**config.mk**
```make
export PLATFORM = sky130hd
export DESIGN_NAME = xc_malu_divrem_ctrl
export DESIGN_NICKNAME = d
export VERILOG_FILES = /design/src/rtl/xc_malu_divrem_ctrl.sv
export SDC_FILE = /design/constraint.sdc
export NUM_CORES = 1
export LEC_CHECK = 0
export ABC_AREA = 1
export CAP_MARGIN = 20
export CORE_MARGIN = 2
export CORE_UTILIZATION = 35
export DETAILED_ROUTE_END_ITERATION = 10
export GPL_TIMING_DRIVEN = 0
export PLACE_DENSITY = 0.77
export SLEW_MARGIN = 25
export SYNTH_ARGS = -nofsm -noshare
export SYNTH_HDL_FRONTEND = slang
export SYNTH_SLANG_ARGS = --single-unit
```
**constraint.sdc**
```tcl
create_clock -name clock -period 2.57 [get_ports clock]
set_clock_uncertainty 0.05 [all_clocks]
set_input_delay 0.257 -clock clock [delete_from_list [all_inputs] [get_ports clock]]
set_output_delay 0.257 -clock clock [all_outputs]
set_load 0.01 [all_outputs]
```
**src/rtl/xc_malu_divrem_ctrl.sv**
```systemverilog
// Sequencer for the iterative divide/remainder step unit of the multi-cycle
// ALU. Accepts DIV/DIVU/REM/REMU, runs the external step unit, short-circuits
// divide-by-zero and signed overflow, applies sign fix-up and returns the
// 32-bit result on a valid/ready response port.
module xc_malu_divrem_ctrl #(
  parameter int XLEN = 32
) (
  input  logic              clock,
  input  logic              resetn,
  input  logic              flush,
  input  logic              req_valid,
  output logic              req_ready,
  input  logic [1:0]        req_op,
  input  logic [XLEN-1:0]   req_rs1,
  input  logic [XLEN-1:0]   req_rs2,
  output logic              rsp_valid,
  input  logic              rsp_ready,
  output logic [XLEN-1:0]   rsp_result,
  output logic              step_valid,
  output logic              step_signed,
  output logic              step_flush,
  output logic [XLEN-1:0]   step_rs1,
  output logic [XLEN-1:0]   step_rs2,
  output logic [5:0]        step_counter,
  output logic [2*XLEN-1:0] step_acc,
  output logic [XLEN-1:0]   step_arg0,
  output logic [XLEN-1:0]   step_arg1,
  input  logic [2*XLEN-1:0] step_n_acc,
  input  logic [XLEN-1:0]   step_n_arg0,
  input  logic [XLEN-1:0]   step_n_arg1,
  input  logic              step_finished
);

  localparam logic [1:0] S_IDLE  = 2'd0;
  localparam logic [1:0] S_RUN   = 2'd1;
  localparam logic [1:0] S_FIXUP = 2'd2;
  localparam logic [1:0] S_RESP  = 2'd3;

  localparam logic [XLEN-1:0] ALL_ONES = {XLEN{1'b1}};
  localparam logic [XLEN-1:0] INT_MIN  = {1'b1, {(XLEN-1){1'b0}}};

  logic [1:0]        state_q, state_d;
  logic [1:0]        op_q, op_d;
  logic [XLEN-1:0]   rs1_q, rs1_d;
  logic [XLEN-1:0]   rs2_q, rs2_d;
  logic [5:0]        counter_q, counter_d;
  logic              first_q, first_d;
  logic [2*XLEN-1:0] acc_q, acc_d;
  logic [XLEN-1:0]   arg0_q, arg0_d;
  logic [XLEN-1:0]   arg1_q, arg1_d;
  logic [XLEN-1:0]   result_q, result_d;

  // op[0]=0 marks the signed forms (DIV, REM); op[1]=1 marks the remainder forms.
  logic req_signed, req_div0, req_ovf, lat_signed, neg_q, neg_r;
  logic [XLEN-1:0] fix_q, fix_r;

  // Request classification and sign fix-up of the captured step results.
  always_comb begin
    req_signed = ~req_op[0];
    req_div0   = (req_rs2 == '0);
    req_ovf    = req_signed && (req_rs1 == INT_MIN) && (req_rs2 == ALL_ONES);
    lat_signed = ~op_q[0];
    neg_q      = lat_signed && (rs1_q[XLEN-1] ^ rs2_q[XLEN-1]);
    neg_r      = lat_signed && rs1_q[XLEN-1];
    fix_q      = neg_q ? (~arg1_q + 1'b1) : arg1_q;
    fix_r      = neg_r ? (~arg0_q + 1'b1) : arg0_q;
  end

  // Next-state and datapath register updates.
  always_comb begin
    // NOTE: every signal gets a default first so no path through the case
    // leaves it unassigned, which would otherwise infer a latch.
    state_d   = state_q;
    op_d      = op_q;
    rs1_d     = rs1_q;
    rs2_d     = rs2_q;
    counter_d = counter_q;
    first_d   = first_q;
    acc_d     = acc_q;
    arg0_d    = arg0_q;
    arg1_d    = arg1_q;
    result_d  = result_q;

    case (state_q)
      S_IDLE: begin
        if (req_valid && !flush) begin
          op_d      = req_op;
          rs1_d     = req_rs1;
          rs2_d     = req_rs2;
          counter_d = '0;
          first_d   = 1'b1;
          if (req_div0) begin
            result_d = req_op[1] ? req_rs1 : ALL_ONES;
            state_d  = S_RESP;
          end else if (req_ovf) begin
            result_d = req_op[1] ? '0 : INT_MIN;
            state_d  = S_RESP;
          end else begin
            state_d  = S_RUN;
          end
        end
      end
      S_RUN: begin
        acc_d  = step_n_acc;
        arg0_d = step_n_arg0;
        arg1_d = step_n_arg1;
        // The counter holds 0 through the first RUN cycle so the step unit
        // sees 0 on two consecutive cycles while it loads its operands.
        if (first_q) first_d = 1'b0;
        else         counter_d = counter_q + 6'd1;
        if (step_finished) state_d = S_FIXUP;
      end
      S_FIXUP: begin
        result_d = op_q[1] ? fix_r : fix_q;
        state_d  = S_RESP;
      end
      default: begin
        if (rsp_ready) state_d = S_IDLE;
      end
    endcase

    // An abort beats everything, including a response handshake.
    if (flush) state_d = S_IDLE;
  end

  // State registers with synchronous active-low reset.
  always_ff @(posedge clock) begin
    // NOTE: sequential state uses non-blocking assignments so every flop
    // samples pre-edge values regardless of block evaluation order.
    if (!resetn) begin
      state_q   <= S_IDLE;
      op_q      <= '0;
      rs1_q     <= '0;
      rs2_q     <= '0;
      counter_q <= '0;
      first_q   <= 1'b0;
      acc_q     <= '0;
      arg0_q    <= '0;
      arg1_q    <= '0;
      result_q  <= '0;
    end else begin
      state_q   <= state_d;
      op_q      <= op_d;
      rs1_q     <= rs1_d;
      rs2_q     <= rs2_d;
      counter_q <= counter_d;
      first_q   <= first_d;
      acc_q     <= acc_d;
      arg0_q    <= arg0_d;
      arg1_q    <= arg1_d;
      result_q  <= result_d;
    end
  end

  // Handshake and step-unit control outputs; reset forces the idle values.
  always_comb begin
    req_ready  = !resetn || ((state_q == S_IDLE) && !flush);
    rsp_valid  = resetn && (state_q == S_RESP);
    step_valid = resetn && (state_q == S_RUN);
    step_flush = !resetn || flush || (state_q == S_IDLE) ||
                 ((state_q == S_RESP) && rsp_ready);
  end

  assign rsp_result   = result_q;
  assign step_signed  = ~op_q[0];
  assign step_rs1     = rs1_q;
  assign step_rs2     = rs2_q;
  assign step_counter = counter_q;
  assign step_acc     = acc_q;
  assign step_arg0    = arg0_q;
  assign step_arg1    = arg1_q;

endmodule

```
==> results.md, run 1 <==
* Sequential-to-total area share from yosys stat at 42.0%
* H-tree Lvls at 1
* Commonest cells after routing, fill and taps aside: clkdlybuf4s50_1, nor2_1, o21ai_0
* Synth cell types at 40
* Slew headroom at 38.3%
* R2R cell count at 8
* RSZ-0062 raised after global routing: false
* Layout cells sized above 1 at about 4.6%
* Worst slew pin tran at around 0.93 ns
* Peak supply drop at ~0.48 mV
* Main synth FF type: dfxtp_1
* Setup ws final at ~0.16 ns
* Pre-CTS WS at -0.329 ns
* Core box area at between 0.03 and 0.04 mm²
* CTS max path bufs at 3
* Cell Chain, Critical Path: inv_1, ha_4, inv_1, buf_2, clkbuf_2, buf_1, nor2_1, nor2_1
* HP Class: primary input to flip-flop
* Arr. time, crit path at approximately 2.9 ns
* Std cell rows at between 60 and 70
* Pre-antenna DRT Iters at 5
* Clock transition at path regs at approximately 0.060 ns
* R2R setup slack at between 0.15 and 0.2 ns
* Status: finished clean
* Die Area at between 0.03 and 0.04 mm²
* Hold Fails Final Rpt at 0
* IO Pins at approximately 440
* Total of max-cap violations at 0
* Vias per cell at about 5.3
* Clock Latency Late Sink at between 0.5 and 0.6 ns
* Synth warn at 0
* CP Capture Type: flip-flop
* First-pass GRT wire length at 76.9 mm
* Initial Util at between 30% and 40%
* Final cell count without fillers at approximately 2600
* Critical path required time at approximately 3 ns
* DR iter-0 viols at between 1000 and 1500
* Post-synthesis cell area at approximately 0.011 mm²
* Final-report max-slew violation count at 0
* # diodes at 0
* Final setup viols at 0
* P&R area growth vs syn at 53.3%
* Inst Count DP at between 2000 and 3000
* Final HPWL DP at between 40 and 50 mm
* Vias at 13643
* Final nets at between 2000 and 2500
* Crit path to: step_acc[33]
* Most common cell after layout, fill and taps aside: clkdlybuf4s50_1
* Syn Inst Count at approximately 1700
* R2R Path End: step_acc[33]
* Reg2reg start: state_q[1]
* I/O Buffers at ~430
* CTS tree: yes
* Crit path kind: flip-flop to flip-flop
* Static Leak at slightly above 7 nW
* Synth top area share at 42.0%
* Yosys reg bits at 235
* Initial antenna violation count at 1
* Largest cells by area after synthesis: dfxtp_1, nor2_1, o21ai_0, nand2_1, nand3_1
* Pwr/cell area at around 670 mW/mm²
* Critical path's slowest cell: clkbuf_2
* Critical Path Source: state_q[1]
* Final min period at about 2.4 ns
* Slowest cell delay on critical path at 0.44 ns
* Fmax at between 400 and 500 MHz
* Die height at about 180 µm
* Total chip power at ~12 mW
* Worst Setup Start Kind: flip-flop
* Final Wtd Congestion at 1.06
* WL/cell at 19.9 µm
* Maximum fanout along the worst path at 10
* DIE WIDTH at around 180 µm
* Ys async rst share at 0%
* Clock Tree Root: clkbuf_16
* EDFF count, synth at 0
* Grt total ovfl at 0
* Post-synth top area cell: dfxtp_1
* Final wirelength at around 50 mm
* Gr usage total at a little under 30%
* Tcrit/Tclk final at about 94%
* Hold Path Stages at 3
* Final ANT Viol Nets at 0
* Clock Sink Count at 235
* DRC Markers at 0
* Vias in the first global route at 13335
* Mapped Nets at between 1500 and 2000
* Mean area per synthesized cell at 6.64 µm²
* Largest net degree at the start of global routing at 20
* CTS buffer count at 28
[routing by layer]
metal  GRT usage, %  up-vias  wire length [µm]
met5              0        -                19
li1               -     6482                 -
met4           12.4        2              2470
met3           6.33      116              4250
met2           50.6      677             23900
met1           35.8     6366             20700
[power by group]
part	switching [mW]	leakage (nW)	internal, mW
Sequential	0.211	1.92	3.90
Combinational	1.57	4.61	1.18
Clock	1.72	0.531	2.92
[cell families (layout without fill, tap and decap cells)]
kind of cell	count (synthesis)	in the layout	share of synthesized area (%)
DFF	235	235	42.0
and+or+nand+nor	828	828	30.8
adders and majority gates	7	7	0.781
xor gates and xnor gates	2	2	0.156
AOI/OAI and AO/OA	418	418	19.0
buffers and inverters	200	685	7.30
[per-stage QoR]
step	utilization (%)	hold slack (ns)	setup TNS [ns]	area (µm²)
after floorplan	-	0.342	0	11200
after global placement	50.9	0.394	-12.37	16100
after detailed placement	50.9	0.403	-15.44	16100
after CTS	54.4	0.210	0	17200
after global routing	54.5	0.224	0	17200
final	54.5	0.222	0	17200
[registers in the layout, summed over array words and instances, names as in the netlist, 6 cells and up]
name / count
rsp_result: 32
step_arg0: 32
step_arg1: 32
step_rs2: 32
step_rs1: 32
step_counter: 6
step_acc: 64
[Yosys cell counts, types with 2 or more instances]
cell	number
ha_1	7
clkbuf_1	74
a21oi_1	120
nor2_2	3
nand3_1	129
nor3_1	7
nand4_1	22
o22ai_1	2
nand2_2	7
o211ai_1	5
o21ai_0	275
nor3_4	2
buf_2	10
buf_6	3
nand2_1	226
buf_1	4
clkinv_1	2
nor2_4	3
inv_2	4
a21oi_2	2
xor2_1	2
buf_8	2
inv_1	98
nor2_1	421
dfxtp_1	235
o21ai_1	10
buf_4	2
[timing repair]
action                                  in CTS  in global routing
endpoints found under the hold margin        0                  0
buffers inserted                             0                  0
resized for setup                            6                  5
endpoints found under the setup margin     103                 13
hold buffers                                 0                  0
[critical path: cells and delay by family (launching register included)]
family / cells / cell delay, ns
fa+ha+maj: 1 / 0.21
buf+inv: 5 / 1.46
flops: 1 / 0.38
simple gates: 2 / 0.22
[how the worst min path moves through the flow]
| stage | from | to |
|---|---|---|
| CTS | step_n_acc[55] | step_acc[55] |
| global placement | first_q | first_q |
| finish | step_n_acc[55] | step_acc[55] |
| global route | step_n_acc[4] | step_acc[4] |
| detailed placement | rsp_result[16] | rsp_result[16] |
| floorplan | step_n_acc[0] | step_acc[0] |
[area by class of cell]
| class | count | area, µm² |
|---|---|---|
| multi-input combinational | 1255 | 5700 |
| timing repair buffer | 434 | 4350 |
| tap | 402 | 503 |
| sequential | 235 | 4710 |
| inverter | 105 | 397 |
| clock inverter | 15 | 295 |
| fill | 2989 | 14400 |
| buffer | 94 | 428 |
| clock buffer | 37 | 805 |
(Power assumes the default switching activity.)
==> run 2: changes to the inputs <==
Settings changed: ABC_CLOCK_PERIOD_IN_PS from default to 2570.
==> results of run 2 <==
Final layout, timing and power as in run 1 (identical DEF).
